===== config.mk =====
export PLATFORM = sky130hd
export DESIGN_NAME = io_responder
export DESIGN_NICKNAME = d
export VERILOG_FILES = /design/src/rtl/io_responder.sv
export SDC_FILE = /design/constraint.sdc
export NUM_CORES = 1
export LEC_CHECK = 0
export ABC_AREA = 0
export CORE_ASPECT_RATIO = 1.1
export CORE_MARGIN = 2
export CORE_UTILIZATION = 60
export DETAILED_ROUTE_END_ITERATION = 8
export HOLD_SLACK_MARGIN = 0.05
export PLACE_DENSITY = 0.88
export SYNTH_ARGS = -nofsm -noshare
export SYNTH_HDL_FRONTEND = slang
export SYNTH_SLANG_ARGS = --single-unit

===== constraint.sdc =====
create_clock -name clk -period 17.7 [get_ports clk]
set_clock_uncertainty 0.05 [all_clocks]
set_input_delay 3.54 -clock clk [delete_from_list [all_inputs] [get_ports clk]]
set_output_delay 3.54 -clock clk [all_outputs]
set_load 0.02 [all_outputs]

===== src/rtl/io_responder.sv =====
// io_responder: memory-mapped I/O register block on the IO side of the CPU
// memory virtualizer. Holds the display and LED output registers, brings the
// switches and keys into the clock domain (keys are debounced, with sticky
// press flags), and provides a prescaled compare timer with an interrupt.
//
// Ports:
//   clk          system clock, all state updates on the rising edge
//   rst          asynchronous active-high reset
//   addressIO    register index (one 32-bit register per index)
//   dataInIO     write data
//   wEnIO        write strobe, sampled at the clock edge
//   dataOutIO    read data, combinational from addressIO and registered state
//   sw           raw asynchronous switches
//   key_n        raw active-low bouncing keys
//   display_out  value feeding the display peripheral
//   led_out      LED drive
//   irq          timer interrupt (expired AND irq enable)
//
// Register map:
//   0 DISPLAY     RW
//   1 LED         RW, low NUM_SW bits
//   2 SWITCHES    RO, synchronised switches
//   3 KEYS        RO, debounced, 1 = pressed
//   4 KEY_EDGE    W1C sticky press flags
//   5 TIMER_COUNT RO
//   6 TIMER_CMP   RW
//   7 TIMER_CTRL  bit0 enable, bit1 auto-reload, bit2 expired (W1C),
//                 bit3 clear (write-only), bit4 irq enable
//   8..15 read 0, writes ignored
module io_responder #(
    parameter int IO_ADDR_BITS    = 4,
    parameter int DEBOUNCE_CYCLES = 50000,
    parameter int PRESCALE        = 50,
    parameter int NUM_SW          = 10,
    parameter int NUM_KEY         = 4
) (
    input  logic                    clk,
    input  logic                    rst,
    input  logic [IO_ADDR_BITS-1:0] addressIO,
    input  logic [31:0]             dataInIO,
    input  logic                    wEnIO,
    output logic [31:0]             dataOutIO,
    input  logic [NUM_SW-1:0]       sw,
    input  logic [NUM_KEY-1:0]      key_n,
    output logic [31:0]             display_out,
    output logic [NUM_SW-1:0]       led_out,
    output logic                    irq
);

    localparam int CNT_W   = (DEBOUNCE_CYCLES > 1) ? $clog2(DEBOUNCE_CYCLES) : 1;
    localparam int PRESC_W = (PRESCALE > 1) ? $clog2(PRESCALE) : 1;

    localparam logic [CNT_W-1:0]   CNT_LAST   = CNT_W'(DEBOUNCE_CYCLES - 1);
    localparam logic [PRESC_W-1:0] PRESC_LAST = PRESC_W'(PRESCALE - 1);

    // Register state
    logic [31:0]        display_q;
    logic [NUM_SW-1:0]  led_q;
    logic [NUM_SW-1:0]  sw_p0, sw_p1;
    logic [NUM_KEY-1:0] key_p0, key_p1;
    logic [NUM_KEY-1:0] key_state;
    logic [NUM_KEY-1:0] key_edge;
    logic [CNT_W-1:0]   key_cnt [NUM_KEY];
    logic [PRESC_W-1:0] presc;
    logic [31:0]        timer_count;
    logic [31:0]        timer_cmp;
    logic               ctrl_en;
    logic               ctrl_reload;
    logic               ctrl_irq_en;
    logic               expired;

    // Write decode
    logic wr_display, wr_led, wr_key_edge, wr_cmp, wr_ctrl;
    logic ctrl_clear;
    logic tick;
    logic exp_set, exp_w1c;
    logic [NUM_KEY-1:0] key_rise;
    logic [NUM_KEY-1:0] key_w1c;

    assign wr_display  = wEnIO && (addressIO == IO_ADDR_BITS'(0));
    assign wr_led      = wEnIO && (addressIO == IO_ADDR_BITS'(1));
    assign wr_key_edge = wEnIO && (addressIO == IO_ADDR_BITS'(4));
    assign wr_cmp      = wEnIO && (addressIO == IO_ADDR_BITS'(6));
    assign wr_ctrl     = wEnIO && (addressIO == IO_ADDR_BITS'(7));

    assign ctrl_clear = wr_ctrl && dataInIO[3];
    assign exp_w1c    = wr_ctrl && dataInIO[2];
    assign key_w1c    = wr_key_edge ? dataInIO[NUM_KEY-1:0] : '0;

    // A clear in the same cycle swallows the tick entirely.
    assign tick    = ctrl_en && (presc == PRESC_LAST) && !ctrl_clear;
    assign exp_set = tick && (timer_count == timer_cmp);

    // A debounced press is the cycle where the counter expires on a 0->1 change.
    always_comb begin
        key_rise = '0;
        for (int i = 0; i < NUM_KEY; i++) begin
            key_rise[i] = key_p1[i] && !key_state[i] && (key_cnt[i] == CNT_LAST);
        end
    end

    // Output registers
    always_ff @(posedge clk or posedge rst) begin
        if (rst) begin
            display_q <= '0;
            led_q     <= '0;
        end else begin
            if (wr_display) display_q <= dataInIO;
            if (wr_led)     led_q     <= dataInIO[NUM_SW-1:0];
        end
    end

    // Stage p0 -> p1: two-flop synchronisers for switches and inverted keys
    always_ff @(posedge clk or posedge rst) begin
        if (rst) begin
            sw_p0  <= '0;
            sw_p1  <= '0;
            key_p0 <= '0;
            key_p1 <= '0;
        end else begin
            sw_p0  <= sw;
            sw_p1  <= sw_p0;
            key_p0 <= ~key_n;
            key_p1 <= key_p0;
        end
    end

    // Debounce: any cycle where the synchronised key matches the debounced
    // state restarts the window, so a single bounce resets the count.
    always_ff @(posedge clk or posedge rst) begin
        if (rst) begin
            key_state <= '0;
            key_edge  <= '0;
            for (int i = 0; i < NUM_KEY; i++) begin
                key_cnt[i] <= '0;
            end
        end else begin
            for (int i = 0; i < NUM_KEY; i++) begin
                if (key_p1[i] == key_state[i]) begin
                    key_cnt[i] <= '0;
                end else if (key_cnt[i] == CNT_LAST) begin
                    key_state[i] <= key_p1[i];
                    key_cnt[i]   <= '0;
                end else begin
                    key_cnt[i] <= key_cnt[i] + CNT_W'(1);
                end
            end
            // Set wins over a same-cycle clear.
            key_edge <= (key_edge & ~key_w1c) | key_rise;
        end
    end

    // Timer: prescaler, compare counter, control and expired flag
    always_ff @(posedge clk or posedge rst) begin
        if (rst) begin
            presc       <= '0;
            timer_count <= '0;
            timer_cmp   <= '0;
            ctrl_en     <= 1'b0;
            ctrl_reload <= 1'b0;
            ctrl_irq_en <= 1'b0;
            expired     <= 1'b0;
        end else begin
            if (wr_ctrl) begin
                ctrl_en     <= dataInIO[0];
                ctrl_reload <= dataInIO[1];
                ctrl_irq_en <= dataInIO[4];
            end
            if (wr_cmp) timer_cmp <= dataInIO;

            if (ctrl_clear) begin
                presc       <= '0;
                timer_count <= '0;
            end else begin
                if (!ctrl_en || presc == PRESC_LAST) presc <= '0;
                else                                 presc <= presc + PRESC_W'(1);

                if (tick) begin
                    if (timer_count == timer_cmp) begin
                        if (ctrl_reload) timer_count <= '0;
                    end else begin
                        timer_count <= timer_count + 32'd1;
                    end
                end
            end

            // Set wins over a same-cycle clear.
            expired <= (expired && !exp_w1c) || exp_set;
        end
    end

    // Read mux: combinational so a load completes in the same cycle.
    always_comb begin
        dataOutIO = '0;
        case (addressIO)
            IO_ADDR_BITS'(0): dataOutIO = display_q;
            IO_ADDR_BITS'(1): dataOutIO = 32'(led_q);
            IO_ADDR_BITS'(2): dataOutIO = 32'(sw_p1);
            IO_ADDR_BITS'(3): dataOutIO = 32'(key_state);
            IO_ADDR_BITS'(4): dataOutIO = 32'(key_edge);
            IO_ADDR_BITS'(5): dataOutIO = timer_count;
            IO_ADDR_BITS'(6): dataOutIO = timer_cmp;
            IO_ADDR_BITS'(7): dataOutIO = {27'd0, ctrl_irq_en, 1'b0, expired,
                                           ctrl_reload, ctrl_en};
            default:          dataOutIO = '0;
        endcase
    end

    assign display_out = display_q;
    assign led_out     = led_q;
    assign irq         = expired && ctrl_irq_en;

endmodule


## Word level (Yosys, flattened, before mapping)

Index checks and enable logic that the tools add are counted.
Widths: inputs -> output; s select.

| cells by class | value |
|---|---|
| $add $sub $neg | 6 |
| equal/unequal tests | 18 |
| bitwise gates (word level) | 8 |
| muxes and demuxes | 16 |
| reduce and logical (&&, ||, !) cells | 36 |

Operator list:

| kind | number |
|---|---|
| $pmux 32 s8 | 1 |
| $mux 16 | 8 |
| $mux 32 | 4 |
| $add 16x1->16 const B | 4 |
| $eq 16x16->1 const B | 4 |
| $add 32x1->32 const B | 1 |
| $eq 32x32->1 | 1 |
| $logic_and 1x1->1 | 20 |
| $eq 4x3->1 const B | 4 |
| $mux 6 | 2 |
| $reduce_and 2->1 | 5 |
| $eq 4x2->1 const B | 2 |
| $not 4->4 | 2 |
| $logic_not 1->1 | 7 |
| $add 6x1->6 const B | 1 |
| $eq 6x6->1 const B | 1 |
| $and 4x4->4 | 1 |
| $eq 1x1->1 | 4 |
| $eq 4x1->1 const B | 1 |
| $logic_not 4->1 | 1 |
| $mux 4 | 1 |
| $not 1->1 | 4 |
| $or 4x4->4 | 1 |
| $ne 3x3->1 const B | 1 |
| 2 further kinds | 3 |

| word-level totals | value |
|---|---|
| logic and storage cells | 106 |
| bits in registers | 216 |
| input port bits | 53 |

## Longest topological paths before layout

| depth | value |
|---|---|
| depth in word-level cells | 7 |
| depth in mapped cells | 9 |

## Least setup slack after synthesis

Ideal clock, no wire load.

| path | value |
|---|---|
| path kind | input to output |
| start point | input port addressIO[0] |
| end point | output port dataOutIO[5] |
| data required time | 14110 ps |
| stages | 5 |
| arrival time | 4821 ps |
| path slack | 9289 ps |
| path buffers | 1 |
| path through | clkbuf_1 -> nand2b_1 -> nor3_1 -> a222oi_1 -> nand2_1 |

| on the way | value |
|---|---|
| longest elaborated chain between the ends | 2 |

Ends and longest elaborated chain:

| element | line | source |
|---|---|---|
| from (decl) | 39 | `input logic [IO_ADDR_BITS-1:0] addressIO,` |
| $eq 4x3->1 (tied with other cells) | 195 | `case (addressIO)` |
| $pmux 32 s8 * | 195 |  |
| to (decl) | 42 | `output logic [31:0] dataOutIO,` |

Every way passes the cells marked *; elsewhere a longest branch is shown, timed or not.

## Worst setup path in the final report

| path | value |
|---|---|
| start point | input port addressIO[0] |
| end point | output port dataOutIO[0] |

Same word-level chain as after synthesis.

==> flow_summary.ini <==
[run_status]
status = complete, but fails checks
violations = DRC

[clock_tree]
cts_tree = yes
cts-hold-fix-buffers = 0
cts-root-buf = clkbuf_16
clk_latency_ns = 0.51
cts_resized = 0
htree_num_levels = 1
clockBufferDepth = 3
post-cts-setup-buffer-count = 0
numCtsBuffers = 22
cts.sinks = 216
clk_pin_slew_ns = 0.05

[grt]
grt_pass1_wl_mm = 39.7
grt_pass1_vias = 7990
grt_start_max_net_pins = 138
grt_use_total_pct = 27.5
grt_antenna_before_repair = 1
gr-total-overflow = 0

[floorplanning]
die_width_um = 129
io_pins = 128
die_area_sq_um = 18200
die_h_um = 141
rows = 50
initial_core_util_pct = 60.8
placeableCoreArea_sq_um = 16900

[logic_synthesis]
syn_inst = 960
yosysWarnings = 0
synth_edf_count = 0
synth.avg_cell_area_sq_um = 10.7
syn_nets = 1024
ys_types = 53
synthFlopType = dfrtp_1
synth-seq-area-share_pct = 52.6
async_flop_share_pct = 100
ys_ff_latch = 216
syn_area_sq_um = 10300

[drt]
drtAntennaViolNets = 0
drt-pass1-iter-count = 9
via_per_inst = 6.18
wl_per_cell_um = 18.9
drt_iter0_drc = 818
vias = 8043
drt_wl_total_mm = 24.6
drc = 2

[setup_path]
endpoint_kind = output pin
crit_top_cell = clkdlybuf4s50_1
cpMaxStageDelayCell = clkdlybuf4s50_1
max_stage_delay_ns = 0.94
cp_data_required_time_ns = 14.11
worst-setup-path-type = in2out
cp_cell_sequence = clkdlybuf4s50_1, nand2b_1, nor2_2, buf_4, a22o_2, a221oi_1, o21ai_0, clkdlybuf4s50_1
arrival_ns = 6.14
path_max_fanout = 31
start_kind = input port

[pwr]
ir_worst_vdd_uv = 84.1
leakagePower_nw = 5.64
power.total_mw = 1.27
power.density_nw_per_um2 = 102

[sta]
rsz0062_at_grt = false
max_freq_mhz = 103
maxSlewViolCount = 0
hold_viol = 0
hold_ws_ns = 0.296
fin_setup_tns_ns = 0
tightest_slew_ns = 1.24
finalSetupViolCount = 0
fin_crit_sh_pct = 55.0
fin_crit_ns = 9.73
slew_headroom_pct = 17.7

[final_layout]
final_common_cell = dfrtp_1
final_nets = 1142
antenna_cells = 0
drive_gt1_share_pct = 13.3
final_cell_mix = dfrtp_1, clkdlybuf4s50_1, nor2_1
fill_cells = 1101
final_cells = 1301
synthToLayoutAreaGrowth_pct = 21.3

[flow_run]
maxCapViolCount = 0

[placed_design]
dp.cells = 1262
place_hpwl_mm = 16.6
io_buffers = 127
finalWeightedCongestion = 0.896

[worst_hold_path]
hp-class = reg2reg
-- where the power goes --
group          switching (mW)  internal (mW)  total (mW)
Combinational           0.101          0.105       0.206
Sequential             0.0490          0.545       0.594
Clock                   0.189          0.283       0.473
-- per-layer routing --
metal	GRT usage (%)	part of all wire, %	up-vias
met5	0	0.041	-
met3	4.68	8.6	56
met1	36.1	39	3958
met2	46.1	50	396
li1	-	-	3631
met4	10.2	2.6	2
-- synthesized netlist by cell type, drive strengths merged (12+ instances only) --
cell	instances	area (sq um)
and3	16	100
o221ai	12	105
clkbuf	28	105
nand2	72	270
nand4	12	81.3
nor3	27	135
xnor2	26	228
o21ai	21	105
dfrtp	216	5410
nor4	13	81.3
nor2	105	394
xor2	65	569
or3	15	97.6
inv	57	214
mux2	82	923
a222oi	28	280
nand3	45	230
buf	15	77.6
-- flip-flops by register name, indices dropped and copies added, names as in the netlist --
name         count
key_cnt         64
expired          1
ctrl_irq_en      1
timer_cmp       32
display_out     32
key_state        4
led_out         10
sw_p0           10
key_p1           4
key_edge         4
key_p0           4
sw_p1           10
ctrl_reload      1
ctrl_en          1
timer_count     32
presc            6
-- final cells by class --
cell class                 instances  area [sq um]  share of cell area [%]
clock buffer                      29           598                    4.80
clock inverter                    10           141                    1.13
inverter                          57           221                    1.78
multi-input combinational        644          4490                    36.0
sequential                       216          5410                    43.4
tap                              208           260                    2.09
timing repair buffer             137          1350                    10.8
-- worst paths after layout --
path / from / endpoint / slack, ns / cells past startpoint
worst max-delay path: addressIO[0] / dataOutIO[0] / 7.97 / 8
worst min-delay path: key_p0[0]$_DFF_PP0_ / key_p1[0]$_DFF_PP0_ / 0.30 / 0
worst max register to register: timer_count[16]$_DFFE_PP0P_ / timer_count[29]$_DFFE_PP0P_ / 14.36 / 7
worst min register to register: key_p0[0]$_DFF_PP0_ / key_p1[0]$_DFF_PP0_ / 0.30 / 0
max in group asynchronous: rst / key_cnt[32]$_DFF_PP0_ / 12.53 / 3
min in group asynchronous: rst / key_cnt[29]$_DFF_PP0_ / 3.56 / 2
-- kinds of logic (layout without fill, tap and decap cells) --
family,count (synthesis),after routing,share of synthesized area (%)
flops,216,216,52.6
compound gates,104,104,8.17
buf+inv,100,233,3.86
mux,86,86,9.37
fa+ha+maj,11,11,1.34
xor+xnor,91,91,7.76
simple gates,352,352,16.9
-- worst max-delay path, delay by kind of cell --
kind	cells	cell delay, ns
buffers and inverters	3	1.93
and+or+nand+nor	2	0.29
AOI/OAI and AO/OA	3	0.37
-- metrics by stage --
stage | setup slack [ns] | util, % | area (sq um)
4_1_cts | 7.98 | 73.8 | 12500
5_1_grt | 7.81 | 73.8 | 12500
3_3_place_gp | 8.00 | 69.4 | 11700
2_1_floorplan | 8.20 | - | 10300
3_5_place_dp | 7.99 | 69.4 | 11700
6_report | 7.97 | 73.8 | 12500
Note: power is estimated with default switching activity, not from simulation.
